**src/rtl/serial_feeder_pkg.sv**
```systemverilog
// rtl/serial_feeder_pkg.sv - shared constants and FSM state type for the serial bit feeder
//
// Purpose: default word width and the feeder state enumeration, imported by
//          bit_counter and serial_bit_feeder.
// Ports:   none (package).
package serial_feeder_pkg;

  localparam int DEFAULT_WIDTH = 8;

  typedef enum logic [1:0] {
    IDLE   = 2'd0,
    SHIFT  = 2'd1,
    PARITY = 2'd2
  } feeder_state_e;

endpackage

```
**src/rtl/bit_counter.sv**
```systemverilog
// rtl/bit_counter.sv - remaining-bit counter for the serial bit feeder
//
// Purpose: counts the data bits still to follow the one currently on x.
//          Loads WIDTH-1 on accept, decrements once per shifted bit and
//          saturates at zero, so it never wraps.
// Ports:
//   clk     - clock, rising edge
//   reset   - asynchronous active-high reset (clears the count)
//   load_i  - reload with WIDTH-1 (a new word was accepted)
//   dec_i   - one data bit was consumed
//   last_o  - the bit on x is the final data bit of the word
module bit_counter
  import serial_feeder_pkg::*;
#(
  parameter int WIDTH = DEFAULT_WIDTH
) (
  input  logic clk,
  input  logic reset,
  input  logic load_i,
  input  logic dec_i,
  output logic last_o
);

  localparam int CW = $clog2(WIDTH + 1);

  logic [CW-1:0] cnt_q, cnt_d;

  always_comb begin
    cnt_d = cnt_q;
    if (load_i) begin
      cnt_d = CW'(WIDTH - 1);
    end else if (dec_i && (cnt_q != '0)) begin
      cnt_d = cnt_q - CW'(1);
    end
  end

  always_ff @(posedge clk or posedge reset) begin
    if (reset) begin
      cnt_q <= '0;
    end else begin
      cnt_q <= cnt_d;
    end
  end

  assign last_o = (cnt_q == '0);

endmodule

```
**src/rtl/serial_bit_feeder.sv**
```systemverilog
// rtl/serial_bit_feeder.sv - parallel word to MSB-first serial bit stream
//
// Purpose: accepts a WIDTH-bit word with a valid/ready handshake and emits it
//          MSB first on x, one bit per cycle, with an optional trailing
//          even-parity bit. Back-to-back words stream without gaps.
// Configuration: define SERIAL_BIT_FEEDER_PARITY_EN to append the parity bit
//          (frame becomes WIDTH+1 cycles); undefined, the PARITY state is
//          never entered and no parity logic is built.
// Ports:
//   clk       - clock, rising edge
//   reset     - asynchronous active-high reset
//   din       - parallel word on offer
//   din_valid - din holds a word
//   din_ready - a word can be accepted this cycle
//   x         - serial bit stream
//   x_valid   - x carries a meaningful bit
//   busy      - a frame is being shifted out
module serial_bit_feeder
  import serial_feeder_pkg::*;
#(
  parameter int WIDTH = DEFAULT_WIDTH
) (
  input  logic             clk,
  input  logic             reset,
  input  logic [WIDTH-1:0] din,
  input  logic             din_valid,
  output logic             din_ready,
  output logic             x,
  output logic             x_valid,
  output logic             busy
);

  feeder_state_e    state_q, state_d;
  logic [WIDTH-1:0] sh_q, sh_d;
  logic             cnt_load, cnt_dec, cnt_last;
  logic             ready_int;
  logic             accept;

  bit_counter #(.WIDTH(WIDTH)) u_bit_counter (
    .clk    (clk),
    .reset  (reset),
    .load_i (cnt_load),
    .dec_i  (cnt_dec),
    .last_o (cnt_last)
  );

`ifdef SERIAL_BIT_FEEDER_PARITY_EN
  logic par_q, par_d;

  // With parity the final frame bit is the parity bit, not the last data bit.
  assign ready_int = (state_q == IDLE) || (state_q == PARITY);
`else
  assign ready_int = (state_q == IDLE) || ((state_q == SHIFT) && cnt_last);
`endif

  // Gated with reset so nothing is offered or accepted while reset is held.
  assign din_ready = ready_int && !reset;
  assign accept    = din_valid && din_ready;

  always_comb begin
    state_d  = state_q;
    sh_d     = sh_q;
    cnt_load = 1'b0;
    cnt_dec  = 1'b0;
    case (state_q)
      IDLE: begin
        if (accept) begin
          state_d  = SHIFT;
          sh_d     = din;
          cnt_load = 1'b1;
        end
      end
      SHIFT: begin
        if (!cnt_last) begin
          sh_d    = {sh_q[WIDTH-2:0], 1'b0};
          cnt_dec = 1'b1;
        end else begin
`ifdef SERIAL_BIT_FEEDER_PARITY_EN
          state_d = PARITY;
`else
          if (accept) begin
            sh_d     = din;
            cnt_load = 1'b1;
          end else begin
            state_d = IDLE;
          end
`endif
        end
      end
`ifdef SERIAL_BIT_FEEDER_PARITY_EN
      PARITY: begin
        if (accept) begin
          state_d  = SHIFT;
          sh_d     = din;
          cnt_load = 1'b1;
        end else begin
          state_d = IDLE;
        end
      end
`endif
      default: state_d = IDLE;
    endcase
  end

  always_ff @(posedge clk or posedge reset) begin
    if (reset) begin
      state_q <= IDLE;
      sh_q    <= '0;
    end else begin
      state_q <= state_d;
      sh_q    <= sh_d;
    end
  end

`ifdef SERIAL_BIT_FEEDER_PARITY_EN
  // Parity is computed from din at accept time so it is ready when the
  // shift register has been emptied.
  assign par_d = accept ? ^din : par_q;

  always_ff @(posedge clk or posedge reset) begin
    if (reset) begin
      par_q <= 1'b0;
    end else begin
      par_q <= par_d;
    end
  end
`endif

  always_comb begin
    x = 1'b0;
    case (state_q)
      SHIFT:   x = sh_q[WIDTH-1];
`ifdef SERIAL_BIT_FEEDER_PARITY_EN
      PARITY:  x = par_q;
`endif
      default: x = 1'b0;
    endcase
  end

  assign x_valid = (state_q != IDLE);
  assign busy    = (state_q != IDLE);

endmodule

```
**config.mk**
```make
export PLATFORM = sky130hd
export DESIGN_NAME = serial_bit_feeder
export DESIGN_NICKNAME = d
export VERILOG_FILES = /design/src/rtl/serial_feeder_pkg.sv /design/src/rtl/bit_counter.sv /design/src/rtl/serial_bit_feeder.sv
export SDC_FILE = /design/constraint.sdc
export NUM_CORES = 1
export LEC_CHECK = 0
export CAP_MARGIN = 20
export CORE_UTILIZATION = 40
export DETAILED_ROUTE_END_ITERATION = 16
export PLACE_DENSITY_LB_ADDON = 0.15
export SYNTH_ARGS = -nofsm -noshare
export SYNTH_HDL_FRONTEND = slang
export SYNTH_SLANG_ARGS = --single-unit
```
**constraint.sdc**
```tcl
create_clock -name clk -period 2.7 [get_ports clk]
set_input_delay 0.54 -clock clk [delete_from_list [all_inputs] [get_ports clk]]
set_output_delay 0.54 -clock clk [all_outputs]
set_load 0.02 [all_outputs]
```
==> results.md <==
| Metric | This run |
| --- | --- |
| H-tree level count | 1 |
| Routed wirelength normalized by instance count | 14.1 um |
| Average cell area after synthesis | 12.7 um^2 |
| Cell at the slowest stage of the critical path | sky130_fd_sc_hd__clkdlybuf4s50_1 |
| Hold Crit Endpoint | sh_q[3] |
| Critical register-to-register path endpoint | sh_q[5] |
| Tightest Pin Transition | 0.270 ns |
| Count of antenna-violating nets left after detailed routing | 0 |
| Final setup vio count | 0 |
| CP peak stage delay | 0.61 ns |
| P per Cell Area | 1020 mW/mm^2 |
| Min-Delay Path Depth | 1 |
| Area leader, netlist | sky130_fd_sc_hd__dfrtp_1 |
| Biggest fanout along the worst timing path | 4 |
| Required @ worst endpoint | 2.16 ns |
| Antenna violations before repair | 0 |
| # clock sinks | 13 |
| Antenna diode count | 0 |
| Commonest register cell after synthesis | sky130_fd_sc_hd__dfrtp_1 |
| Final Skew | 0.00187 ns |
| Remaining global-route overflow | 0 |
| Combinational family with the most area after synthesis | multiplexers |
| Total Wirelength | 1220 um |
| Detailed-route wire length on metal 1 | 591 um |
| Leading cell types by count after synthesis | sky130_fd_sc_hd__dfrtp_1 (13), sky130_fd_sc_hd__mux2_2 (13), sky130_fd_sc_hd__inv_1 (3), sky130_fd_sc_hd__nand2_1 (3) |
| Root Buffer Master | sky130_fd_sc_hd__clkbuf_4 |
| Share of cells above drive strength 1 | 31.0% |
| Setup slack, reg-to-reg | 1.13 ns |
| DP HPWL | 894 um |
| Highest metal used | met4 |
| Share of the synthesized area in compound gates (AO/OA/AOI/OAI) | 6.59% |
| DR iter-0 viols | 6 |
| Number of buffer and inverter stages on the critical path | 2 |
| Critical Path AT | 1.95 ns |
| Startpoint of the worst-slack reg-to-reg timing path | u_bit_counter.cnt_q[0] |
| Number of buffers added for setup after CTS | 0 |
| Cts hold-fix bufs | 0 |
| First-pass GRT wire length | 2110 um |
| Post-layout minimum cycle time | 2.49 ns |
| Final instance area | 858 um^2 |
| Violations in the final reports | DRC |
| Post-Syn Instances | 54 |
| Tot GR Track Use | 16.2% |
| CTS tree | done |
| Number of slew-limit violations in the final report | 0 |
| Area fraction in and, or, nand and nor cells after synthesis | 11.9% |
| Max-cap violations | 0 |
| Number of flops mapped to enable cells by yosys | 0 |
| Async set-or-reset flop fraction in the synthesized netlist | 100% |
| Setup repair after global routing missed its margin | false |
| Area of the core | 0.00156 mm^2 |
| Area share of the largest cell type after synthesis | 47.6% |
| Die footprint | 0.00188 mm^2 |
| Arithmetic-cell share of the synthesized area counting full adders, half adders and majority gates | 1.83% |
| Net count after synthesis | 66 |
| Post-synthesis sequential area ratio | 47.6% |
| Dominant delay contributor by cell family on the critical path | buffers and inverters |
| First drt pass iteration count | 9 |
| Critical path, cell by cell | inv_1 > ha_1 > nand2b_1 > o21ai_2 > and2_1 > clkdlybuf4s50_1 |
| Portion of the clock cycle consumed by the worst path in the final layout | 92.1% |
| Vias in the first global route | 455 |
| Maximum number of pins on one net before global-route repair | 14 |
| Area delta synth->final | 25.6% |
| Vertical die dimension | 43.3 um |
| Hold WC Path Type | flop to flop |
| Routability cong. | 0.702 |
| Port bufs | 14 |
| Number of vias per cell | 5.24 |
| Result of the run | finished, violations left |
| YS warnings | 0 |
| Number of cells upsized or downsized after cts | 0 |
| Relative max-transition margin | 82.0% |
| Depth of the worst register-to-register path | 6 |
| Placement Cell Area | 832 um^2 |
| Share of cell area taken by muxes after synthesis | 26.6% |
| Post-synth design cell area | 683 um^2 |
| Xor-xnor portion of the synthesized cell area | 0% |
| Fmax achieved | 402 MHz |
| Clock-pin slew on the worst setup and hold paths | 0.08 ns |
| CTS buffer count | 3 |
| Number of rows created at floorplan | 14 |
| Leak pwr | 0.392 nW |
| Max Buffers Root-to-Sink | 2 |
| CP endpoint kind | output pin |
| Unique masters post-synth | 21 |
| Number of hold-slack violations in the final timing report | 0 |
| Biggest area contributors in the synthesized netlist | sky130_fd_sc_hd__dfrtp_1 (48%), sky130_fd_sc_hd__mux2_2 (21%), sky130_fd_sc_hd__mux2i_1 (2.9%), sky130_fd_sc_hd__buf_4 (2.2%), sky130_fd_sc_hd__mux2_4 (2.2%) |
| Initial core utilization | 43.8% |
| Register bit total from synthesis | 13 |
| Kind of start point of the critical path | flop |
| Final net count | 84 |
| Die Width | 43.3 um |
| Peak supply drop | 0.510 mV |
| Via count of the routed design | 456 |
| Sum of met3 wire segment lengths after detailed routing | 61 um |
| Class of the most critical setup path | flop to output pin |
| IO Count | 15 |
| Worst-Skew Late Latency | 0.28 ns |
| DRC Markers | 4 |
| Routed length on met2 | 543 um |
| Setup TNS | 0 ns |
| Hold path startpoint | sh_q[2] |
worst max path at each step:
stage	startpoint	to	slack [ns]	depth (start not counted)
CTS	u_bit_counter.cnt_q[0]	din_ready	0.21	6
floorplan	u_bit_counter.cnt_q[0]	din_ready	0.91	6
detailed placement	reset	din_ready	0.30	4
global route	u_bit_counter.cnt_q[0]	din_ready	0.13	6
global placement	reset	din_ready	0.29	4
finish	u_bit_counter.cnt_q[0]	din_ready	0.21	6
cells by family after synthesis:
group                      Yosys count
and+or+nand+nor                     12
AOI/OAI and AO/OA                    6
muxes                               16
DFF                                 13
buffers and inverters                6
adders and majority gates            1
through the flow:
stage	utilization, %	hold slack (ns)	total power [W]	setup WS, ns	instances
2_1_floorplan	-	0.422	0.000641	0.906	54
3_3_place_gp	53.4	0.486	0.000743	0.291	83
3_5_place_dp	53.4	0.495	0.000761	0.299	83
4_1_cts	55.1	0.511	0.000883	0.209	87
5_1_grt	55.1	0.534	0.000939	0.131	87
6_report	55.1	0.507	0.000875	0.212	87
worst register-to-register path: cells and delay by family, from the launching register on:
family / cells / cell delay, ns
flops: 1 / 0.42
simple gates: 1 / 0.09
mux: 1 / 0.36
fa+ha+maj: 1 / 0.18
buf+inv: 2 / 0.28
compound gates: 1 / 0.13
layer usage:
| layer | vias to the layer above | GRT usage [%] |
|---|---|---|
| li1 | 224 | - |
| met1 | 214 | 22.6 |
| met2 | 15 | 22.1 |
| met3 | 3 | 3.83 |
| met4 | 0 | 11.3 |
| met5 | - | 0 |
placed cells by master, fill, tap and decap left out:
cell                              count
sky130_fd_sc_hd__o31ai_1              1
sky130_fd_sc_hd__clkbuf_4             3
sky130_fd_sc_hd__o21ai_2              1
sky130_fd_sc_hd__nand2_1              3
sky130_fd_sc_hd__clkdlybuf4s50_1     14
sky130_fd_sc_hd__clkbuf_1             1
sky130_fd_sc_hd__or4b_1               1
sky130_fd_sc_hd__a32oi_1              1
sky130_fd_sc_hd__buf_4                2
sky130_fd_sc_hd__ha_1                 1
sky130_fd_sc_hd__a21oi_1              1
sky130_fd_sc_hd__dfrtp_1             13
sky130_fd_sc_hd__and2_1               2
sky130_fd_sc_hd__mux2_2              13
sky130_fd_sc_hd__mux2_4               1
sky130_fd_sc_hd__mux2i_1              2
sky130_fd_sc_hd__nand2b_1             2
sky130_fd_sc_hd__a21boi_0             1
sky130_fd_sc_hd__inv_1                3
sky130_fd_sc_hd__nand2b_4             1
sky130_fd_sc_hd__nor2b_4              1
sky130_fd_sc_hd__o211ai_1             1
sky130_fd_sc_hd__nor2_1               2
cell type report:
cell class / instances / area (um^2)
multi-input combinational: 35 / 320
tap: 16 / 20.0
timing repair buffer: 16 / 155
fill: 138 / 701
sequential: 13 / 325
clock buffer: 4 / 26.3
inverter: 3 / 11.3
power by group:
group,switching (W),internal (W)
clock,0.0000649,0.0000574
combinational,0.000174,0.000237
sequential,0.0000624,0.000280
total,0.000301,0.000574
state kept, by name, summed over array words and instances, names as in the netlist:
signal and flops:
sh_q 8, u_bit_counter.cnt_q 4, state_q 1
Note: power is estimated with default switching activity, not from simulation.
